### src/rtl/time_set_unit.sv
// Push-button time entry: debounced mode/inc buttons drive an hour/minute BCD editor
// that emits a one-cycle load strobe for the clock block.
module time_set_unit #(
  parameter int DEBOUNCE_CYCLES = 4,
  parameter int HOLD_CYCLES     = 16,
  parameter int REPEAT_CYCLES   = 8,
  parameter int TIMEOUT_CYCLES  = 256,
  parameter int BLINK_CYCLES    = 32
) (
  input  logic       clk,
  input  logic       reset,
  input  logic       btn_mode,
  input  logic       btn_inc,
  input  logic [3:0] cur_min_o,
  input  logic [3:0] cur_min_t,
  input  logic [3:0] cur_hr_o,
  input  logic [3:0] cur_hr_t,
  output logic [3:0] min_o,
  output logic [3:0] min_t,
  output logic [3:0] hr_o,
  output logic [3:0] hr_t,
  output logic       time_ow,
  output logic       edit_hr,
  output logic       edit_min,
  output logic       blink
);

  localparam int NUM_BTN = 2;
  localparam int DW = $clog2(DEBOUNCE_CYCLES + 1);
  localparam int RMAX = (HOLD_CYCLES > REPEAT_CYCLES) ? HOLD_CYCLES : REPEAT_CYCLES;
  localparam int RW = $clog2(RMAX + 1);
  localparam int TW = $clog2(TIMEOUT_CYCLES + 1);
  localparam int BW = $clog2(BLINK_CYCLES + 1);

  typedef enum logic [1:0] {IDLE, SET_HR, SET_MIN, COMMIT} state_t;

  state_t state, state_nx;

  logic [NUM_BTN-1:0] btn_raw, btn_lvl, btn_evt;
  assign btn_raw = {btn_inc, btn_mode};

  // Per button: 2-FF synchronizer, then level accepted after DEBOUNCE_CYCLES equal samples.
  for (genvar i = 0; i < NUM_BTN; i++) begin : g_btn
    logic [1:0]    sync;
    logic [DW-1:0] cnt;
    logic          lvl, evt;
    always_ff @(posedge clk) begin
      if (reset) begin
        sync <= '0;
        cnt  <= '0;
        lvl  <= 1'b0;
        evt  <= 1'b0;
      end else begin
        sync <= {sync[0], btn_raw[i]};
        evt  <= 1'b0;
        if (sync[1] == lvl) begin
          cnt <= '0;
        end else if (cnt == DW'(DEBOUNCE_CYCLES - 1)) begin
          cnt <= '0;
          lvl <= sync[1];
          evt <= sync[1];
        end else begin
          cnt <= cnt + DW'(1);
        end
      end
    end
    assign btn_lvl[i] = lvl;
    assign btn_evt[i] = evt;
  end

  logic mode_evt, inc_evt, inc_lvl;
  assign mode_evt = btn_evt[0];
  assign inc_evt  = btn_evt[1];
  assign inc_lvl  = btn_lvl[1];

  // Auto-repeat: first extra step after HOLD_CYCLES, then every REPEAT_CYCLES.
  logic [RW-1:0] rep_cnt;
  logic          rep_phase, rep_step, inc_step, do_inc, any_evt;

  assign rep_step = inc_lvl && !inc_evt &&
                    (rep_cnt == (rep_phase ? RW'(REPEAT_CYCLES - 1) : RW'(HOLD_CYCLES - 1)));
  assign inc_step = inc_evt | rep_step;
  assign do_inc   = inc_step & ~mode_evt;
  assign any_evt  = mode_evt | inc_step;

  always_ff @(posedge clk) begin
    if (reset || !inc_lvl || inc_evt) begin
      rep_cnt   <= '0;
      rep_phase <= 1'b0;
    end else if (rep_step) begin
      rep_cnt   <= '0;
      rep_phase <= 1'b1;
    end else begin
      rep_cnt   <= rep_cnt + RW'(1);
    end
  end

  logic [TW-1:0] to_cnt;
  logic          timeout, editing, edit_nx, entering;

  assign editing  = (state == SET_HR) || (state == SET_MIN);
  assign edit_nx  = (state_nx == SET_HR) || (state_nx == SET_MIN);
  assign entering = edit_nx && (state_nx != state);
  assign timeout  = editing && !any_evt && (to_cnt == TW'(TIMEOUT_CYCLES - 1));

  always_ff @(posedge clk) begin
    if (reset) state <= IDLE;
    else       state <= state_nx;
  end

  always_comb begin
    state_nx = state;
    case (state)
      IDLE:    if (mode_evt) state_nx = SET_HR;
      SET_HR:  if (mode_evt) state_nx = SET_MIN; else if (timeout) state_nx = IDLE;
      SET_MIN: if (mode_evt) state_nx = COMMIT;  else if (timeout) state_nx = IDLE;
      COMMIT:  state_nx = IDLE;
      default: state_nx = IDLE;
    endcase
  end

  always_ff @(posedge clk) begin
    if (reset || any_evt || (state_nx != state) || !editing) to_cnt <= '0;
    else                                                     to_cnt <= to_cnt + TW'(1);
  end

  // BCD successors: hours wrap 23->00, minutes wrap 59->00 without carry.
  logic [3:0] hr_o_nx, hr_t_nx, min_o_nx, min_t_nx;
  always_comb begin
    hr_o_nx  = hr_o + 4'd1;
    hr_t_nx  = hr_t;
    min_o_nx = min_o + 4'd1;
    min_t_nx = min_t;
    if (hr_t == 4'd2 && hr_o == 4'd3) begin
      hr_o_nx = 4'd0;
      hr_t_nx = 4'd0;
    end else if (hr_o == 4'd9) begin
      hr_o_nx = 4'd0;
      hr_t_nx = hr_t + 4'd1;
    end
    if (min_t == 4'd5 && min_o == 4'd9) begin
      min_o_nx = 4'd0;
      min_t_nx = 4'd0;
    end else if (min_o == 4'd9) begin
      min_o_nx = 4'd0;
      min_t_nx = min_t + 4'd1;
    end
  end

  always_ff @(posedge clk) begin
    if (reset) begin
      hr_t  <= '0;
      hr_o  <= '0;
      min_t <= '0;
      min_o <= '0;
    end else begin
      case (state)
        IDLE: if (mode_evt) begin
          hr_t  <= cur_hr_t;
          hr_o  <= cur_hr_o;
          min_t <= cur_min_t;
          min_o <= cur_min_o;
        end
        SET_HR: if (do_inc) begin
          hr_t <= hr_t_nx;
          hr_o <= hr_o_nx;
        end
        SET_MIN: if (do_inc) begin
          min_t <= min_t_nx;
          min_o <= min_o_nx;
        end
        default: ;
      endcase
    end
  end

  // Blink tracks state_nx so it is already 1 in the first cycle of an edit state.
  logic [BW-1:0] bl_cnt;
  always_ff @(posedge clk) begin
    if (reset || !edit_nx) begin
      blink  <= 1'b0;
      bl_cnt <= '0;
    end else if (entering) begin
      blink  <= 1'b1;
      bl_cnt <= '0;
    end else if (bl_cnt == BW'(BLINK_CYCLES - 1)) begin
      blink  <= ~blink;
      bl_cnt <= '0;
    end else begin
      bl_cnt <= bl_cnt + BW'(1);
    end
  end

  assign time_ow  = (state == COMMIT);
  assign edit_hr  = (state == SET_HR);
  assign edit_min = (state == SET_MIN);

endmodule

### config.mk
export PLATFORM = sky130hd
export DESIGN_NAME = time_set_unit
export DESIGN_NICKNAME = d
export VERILOG_FILES = /design/src/rtl/time_set_unit.sv
export SDC_FILE = /design/constraint.sdc
export NUM_CORES = 1
export LEC_CHECK = 0
export ABC_AREA = 0
export CORE_MARGIN = 2
export CORE_UTILIZATION = 25
export DETAILED_ROUTE_END_ITERATION = 7
export GPL_ROUTABILITY_DRIVEN = 1
export PLACE_DENSITY = 0.39
export SYNTH_ARGS = -nofsm -noshare
export SYNTH_HDL_FRONTEND = slang
export SYNTH_SLANG_ARGS = --single-unit
### constraint.sdc
create_clock -name clk -period 2.2 [get_ports clk]
set_input_delay 0.44 -clock clk [delete_from_list [all_inputs] [get_ports clk]]
set_output_delay 0.44 -clock clk [all_outputs]
set_load 0.05 [all_outputs]
==> impl_metrics.py, run 1 <==
metrics = {
    "worst_setup_path": {
        "cp.required_ns": 2.45,
        "crit_type": "reg -> reg",
        "critPathCaptureType": "flop",
        "worstPathArrival_ns": 2.30,
        "slowest_delay_ns": 0.35,
        "worstPathCellList": "ha_1 -> nand3_1 -> nor2_1 -> and3_1 -> ha_1 -> nor2b_1 -> a221oi_2 -> nand3_1 -> nor2_1",
        "slowest_stage": "a221oi_2",
        "start_kind": "flop",
        "cp_max_fo": 4,
        "crit_family": "simple AND/OR/NAND/NOR gates",
        "crit_buf_inv": 0,
    },
    "job": {
        "maxCapViolations": 0,
    },
    "clock_tree": {
        "cts.sinks": 54,
        "clockBufferDepth": 2,
        "clock_tree.htree_level_count": 2,
        "cts_root_buf": "clkbuf_8",
        "clk_pin_slew_ns": 0.10,
        "cts_buffers": 5,
        "cts_tree": "done",
        "post_cts_buffers": 0,
        "insertion_delay_ns": 0.31,
    },
    "power": {
        "power_density_nw_per_um2": 470,
        "vdd_drop_max_mv": 0.235,
        "p_leak_nw": 1.30,
        "p_total_mw": 1.66,
    },
    "detailed_routing": {
        "viasPerCell": 4.64,
        "drt_first_pass_iters": 4,
        "drt-initial-drc-count": 114,
        "drcViolationCount": 0,
        "routed_wl_mm": 6.52,
        "vias": 2398,
        "ant_nets": 0,
        "detail_route.wl_per_cell_um": 12.6,
    },
    "floorplanning": {
        "row_count": 38,
        "floorplan.initialDensity_pct": 25.7,
        "fp.dieArea_sq_um": 12100,
        "fp.dieW_um": 110,
        "ios": 40,
        "die_h_um": 110,
        "coreArea_sq_um": 10900,
    },
    "timing": {
        "relSlewSlack_pct": 61.7,
        "tightest_slew_ns": 0.565,
        "fin_crit_sh_pct": 93.5,
        "rsz0062_at_grt": "false",
        "finClkSkew_ns": 0.00667,
        "finalHoldViolations": 0,
        "setup_viol": 0,
        "fmax_mhz": 486,
        "fin_tns_setup_ns": 0,
        "fin_crit_ns": 2.06,
        "timing.hold.ws_ns": 0.424,
        "drv_slew": 0,
    },
    "synthesis": {
        "netlist_area_sq_um": 2800,
        "synthFlopType": "dfxtp_1",
        "synthDistinctLibCells": 54,
        "synth_xor_area_share_pct": 5.90,
        "ys_top_cells_by_area": "dfxtp_1 (39%), ha_1 (8.9%), nor2_1 (6.8%)",
        "synthAdderAreaFrac_pct": 8.94,
        "synth_top_family_by_area": "simple AND/OR/NAND/NOR gates",
        "yosysTopAreaCellShare_pct": 38.6,
        "avgSynthCellArea_sq_um": 8.54,
        "yosys.area_share.simple_pct": 22.7,
        "syn-instance-count": 328,
        "syn-num-nets": 368,
        "ys_warn_count": 0,
        "synth_compound_area_share_pct": 17.6,
        "synth_edf_count": 0,
        "ys_ff_latch": 54,
        "async_reset_ff_share_pct": 0,
        "yosys.area.top_type": "dfxtp_1",
        "yosysSeqAreaShare_pct": 38.6,
        "synth.area.mux_share_pct": 1.83,
    },
    "final_layout": {
        "fin_nets": 416,
        "final_util_pct": 32.5,
        "multi_input_area_sq_um": 1610,
        "fillers": 1140,
        "synthToLayoutAreaGrowth_pct": 26.5,
        "antennaDiodeCount": 0,
        "drive_gt1_share_pct": 10.6,
        "regArea_sq_um": 1080,
    },
    "global_route": {
        "grt_pass1_vias": 2330,
        "globalRouteOverflowTotal": 0,
        "grt_pass1_wl_mm": 11.1,
        "antenna_found_initial": 0,
        "grt_usage_pct": 11.5,
        "grt_max_degree": 18,
    },
    "min_path": {
        "hp-class": "reg -> reg",
    },
    "placed_design": {
        "numPortBuffers": 39,
        "post-dp-hpwl_mm": 5.00,
        "gp_congestion": 0.821,
    },
    "outcome": {
        "status": "complete, no violations",
    },
}
[area by class of cell]
| cell class | count | area share, % |
|---|---|---|
| flip-flops and latches | 54 | 30.6 |
| inverters | 22 | 2.33 |
| multi-input cells | 242 | 45.3 |
| clock inverters | 2 | 0.459 |
| clock buffers | 6 | 2.33 |
| well taps | 140 | 4.95 |
| repair buffers | 51 | 14.1 |
[registers in the layout, indices dropped and copies added (netlist names)]
name and cells:
min_o 4, hr_t 4, state 2, hr_o 4, g_btn.evt 2, min_t 4, rep_phase 1, g_btn.lvl 2
g_btn.sync 4, to_cnt 9, g_btn.cnt 6, rep_cnt 5, blink 1, bl_cnt 6
[worst paths after layout]
check,from,endpoint,slack (ns),cells after the start
hold / removal,g_btn[1].cnt[0],g_btn[1].cnt[0],0.42,1
hold reg to reg,g_btn[1].cnt[0],g_btn[1].cnt[0],0.42,1
setup reg to reg,to_cnt[0],bl_cnt[5],0.14,9
setup / recovery,to_cnt[0],bl_cnt[5],0.14,9
[metrics by stage]
step | instance area, sq um | std cells | setup slack, ns
2_1_floorplan | 2800 | 328 | 0.0671
3_3_place_gp | 3430 | 509 | 0.112
3_5_place_dp | 3430 | 509 | 0.0941
4_1_cts | 3530 | 517 | 0.0762
5_1_grt | 3540 | 517 | 0.0105
6_report | 3540 | 517 | 0.143
[logic make-up after synthesis]
kind of cell             count (synthesis)
AND/OR/NAND/NOR                        127
AO/OA/AOI/OAI                           72
flip-flops                              54
buffers and inverters                   32
adder cells (fa/ha/maj)                 20
XOR/XNOR                                18
multiplexers                             5
[layout by cell type (no fill, tap or decap), types with 3 or more instances in the layout]
| cell type | synthesis | layout |
|---|---|---|
| dfxtp_1 | 54 | 53 |
| nor2_1 | 51 | 51 |
| clkdlybuf4s50_1 | 0 | 36 |
| inv_1 | 20 | 20 |
| ha_1 | 20 | 18 |
| nand2_1 | 17 | 17 |
| a21oi_1 | 17 | 17 |
| nand3_1 | 14 | 14 |
| buf_4 | 0 | 13 |
| nor2b_1 | 12 | 12 |
| xnor2_1 | 9 | 9 |
| nor3_1 | 8 | 8 |
| o21ai_0 | 8 | 8 |
| o21ai_1 | 8 | 8 |
| xor2_1 | 8 | 8 |
| a211oi_1 | 7 | 6 |
| clkbuf_8 | 0 | 6 |
| mux2i_1 | 4 | 4 |
| o22ai_1 | 4 | 4 |
| o32ai_1 | 4 | 4 |
| nand2b_1 | 3 | 3 |
| nor3b_1 | 3 | 3 |
| a21o_1 | 3 | 3 |
| a31oi_1 | 3 | 3 |
[Yosys cell counts, types with 4 or more instances]
cell type and n:
o21ai_0 8, nand3_1 14, o21ai_1 8, nor3_1 8
nor2b_1 12, nor2_1 51, o32ai_1 4, mux2i_1 4
nand2_1 17, inv_1 20, a21oi_1 17, o22ai_1 4
xor2_1 8, clkbuf_1 5, dfxtp_1 54, xnor2_1 9
a211oi_1 7, ha_1 20
[power breakdown]
part	total (mW)	internal, mW	switching (mW)
Sequential	0.983	0.981	0.00209
Combinational	0.0751	0.0472	0.0279
Clock	0.606	0.260	0.345
[per-layer routing]
layer	vias up	global-route usage (%)	part of all wire, %	routed length (um)
met4	0	3.44	1.1	74
met2	46	18.9	46	3000
met3	6	2.37	3.7	239
met5	-	0	0	0
li1	1240	-	-	-
met1	1106	15.0	49	3210
[worst register-to-register path: stages, from the launching register on]
cell and delay (ns):
dfxtp_1 0.33, ha_1 0.22, nand3_1 0.12, nor2_1 0.08, and3_1 0.18, ha_1 0.19
nor2b_1 0.17, a221oi_2 0.35, nand3_1 0.22, nor2_1 0.14
[repair_timing]
item / CTS / global route
hold endpoints to repair: 0 / 0
hold buffers: 0 / 0
gates resized for setup: 0 / 4
endpoints found under the setup margin: 0 / 18
Power figures use the tool's default switching activity.
==> run 2, diff against run 1 <==
--- a/config.mk
+++ b/config.mk
@@ -10,6 +10,7 @@
 export CORE_UTILIZATION = 25
 export DETAILED_ROUTE_END_ITERATION = 7
 export GPL_ROUTABILITY_DRIVEN = 1
+export GPL_TIMING_DRIVEN = 0
 export PLACE_DENSITY = 0.39
 export SYNTH_ARGS = -nofsm -noshare
 export SYNTH_HDL_FRONTEND = slang
==> impl_metrics.py, run 2 (synthesis gave the netlist of run 1 again) <==
metrics = {
    "placed_design": {
        "placed_cells": 507,
        "gp_congestion": 0.756,
        "numPortBuffers": 39,
        "placed_area_sq_um": 3370,
        "post-dp-hpwl_mm": 4.99,
    },
    "clock_tree": {
        "clockBufferDepth": 2,
        "clk_pin_slew_ns": 0.11,
        "post_cts_buffers": 0,
        "cts.sinks": 54,
        "cts_tree": "done",
        "clock_tree.htree_level_count": 2,
        "cts_buffers": 5,
        "cts_root_buf": "clkbuf_8",
        "insertion_delay_ns": 0.31,
        "cts_hold_buf": 0,
        "cts-resized-gates": 5,
    },
    "global_route": {
        "grt_pass1_wl_mm": 11.1,
        "grt_usage_pct": 11.5,
        "grt_pass1_vias": 2290,
        "antenna_found_initial": 0,
        "grt_max_degree": 19,
        "globalRouteOverflowTotal": 0,
    },
    "timing": {
        "finClkSkew_ns": 0.0104,
        "fmax_mhz": 479,
        "drv_slew": 0,
        "fin_crit_sh_pct": 95.0,
        "timing.hold.ws_ns": 0.429,
        "fin_crit_ns": 2.09,
        "finalHoldViolations": 0,
        "setup_viol": 0,
        "fin_tns_setup_ns": 0,
        "relSlewSlack_pct": 57.8,
        "rsz0062_at_grt": "false",
        "tightest_slew_ns": 0.633,
    },
    "power": {
        "clkPwrFrac_pct": 35.8,
        "p_comb_share_pct": 4.5,
        "pwr-share-seq_pct": 59.7,
        "vdd_drop_max_mv": 0.241,
        "p_sw_share_pct": 23.7,
        "p_int_mw": 1.26,
        "power_density_nw_per_um2": 471,
        "p_leak_nw": 1.26,
        "p_sw_mw": 0.390,
    },
    "detailed_routing": {
        "drt_first_pass_iters": 4,
        "ant_nets": 0,
        "drcViolationCount": 0,
        "detail_route.wl_per_cell_um": 12.9,
        "viasPerCell": 4.55,
        "vias": 2343,
        "drt-initial-drc-count": 82,
        "routed_wl_mm": 6.63,
    },
    "job": {
        "maxCapViolations": 0,
    },
    "final_layout": {
        "largest_reg_flops": 9,
        "layout.cells.non_filler": 515,
        "drive_gt1_share_pct": 8.53,
        "fin_area_sq_um": 3500,
        "fillers": 1181,
        "antennaDiodeCount": 0,
        "synthToLayoutAreaGrowth_pct": 24.9,
        "layout_common_cells": "dfxtp_1 (52), nor2_1 (50), clkdlybuf4s50_1 (36)",
        "largest_register": "to_cnt",
        "final_common_cell": "dfxtp_1",
        "fin_nets": 414,
        "largestRegisters": "to_cnt x9, bl_cnt x6, g_btn.cnt x6",
    },
    "min_path": {
        "hp-class": "reg -> reg",
        "hold_depth": 1,
    },
    "worst_setup_path": {
        "crit_type": "reg -> out",
        "reg2reg_depth": 8,
        "critPathCapture": "edit_min",
        "timing.rr.start": "state[1]",
        "worstPathArrival_ns": 1.65,
        "start_kind": "flop",
        "critPathCaptureType": "primary output",
        "cp_max_fo": 9,
        "cp.required_ns": 1.76,
        "startpoint": "state[0]",
        "rr_endpoint": "hr_t[0]",
        "r2r_slack_ns": 0.14,
    },
    "outcome": {
        "status": "complete, no violations",
    },
    "floorplanning": {
        "fp.dieW_um": 110,
        "fp.dieArea_sq_um": 12100,
        "die_h_um": 110,
        "coreArea_sq_um": 10900,
        "ios": 40,
        "row_count": 38,
        "floorplan.initialDensity_pct": 25.7,
    },
}
[run 2: final cells by class]
cell class                 count  area, sq um  area share (%)
tap                          140          175            5.01
clock inverter                 3         25.0           0.716
inverter                      22         82.6            2.36
clock buffer                   5         68.8            1.97
timing repair buffer          39          388            11.1
multi-input combinational    242         1630            46.6
sequential                    54         1080            31.0
buffer                        10         43.8            1.25
[run 2: power groups by stage]
stage               registers (mW)  clock network (mW)  logic, mW
finish                       0.983               0.590     0.0738
global route                 0.985               0.662     0.0820
CTS                          0.984               0.635     0.0740
detailed placement            1.01                   0     0.0734
global placement              1.01                   0     0.0741
floorplan                     1.01                   0     0.0282
[run 2: worst min path at each step]
stage,start,end,slack (ns)
finish,g_btn[1].cnt[0],g_btn[1].cnt[0],0.43
global route,g_btn[1].cnt[0],g_btn[1].cnt[0],0.44
CTS,g_btn[1].cnt[0],g_btn[1].cnt[0],0.43
detailed placement,g_btn[1].cnt[0],g_btn[1].cnt[0],0.42
global placement,g_btn[0].cnt[0],g_btn[0].cnt[0],0.41
floorplan,g_btn[0].cnt[0],g_btn[0].cnt[0],0.40
[run 2: per-layer routing]
metal	track usage, %	vias up	routed length (um)
li1	-	1235	-
met3	2.31	9	388
met4	2.98	0	98
met1	16.0	1053	3250
met5	0	-	0
met2	17.9	46	2890
[run 2: worst max-delay path: stages, from the launching register on]
cell,delay [ns]
dfxtp_2,0.38
inv_1,0.11
ha_1,0.31
clkdlybuf4s15_1,0.54
[run 2: per-stage QoR]
step,power (mW),utilization [%],setup WS [ns]
2_1_floorplan,1.03,-,0.0671
3_3_place_gp,1.08,30.9,-0.169
3_5_place_dp,1.08,30.9,-0.133
4_1_cts,1.69,31.8,0.00360
5_1_grt,1.73,32.1,0.00737
6_report,1.65,32.1,0.111
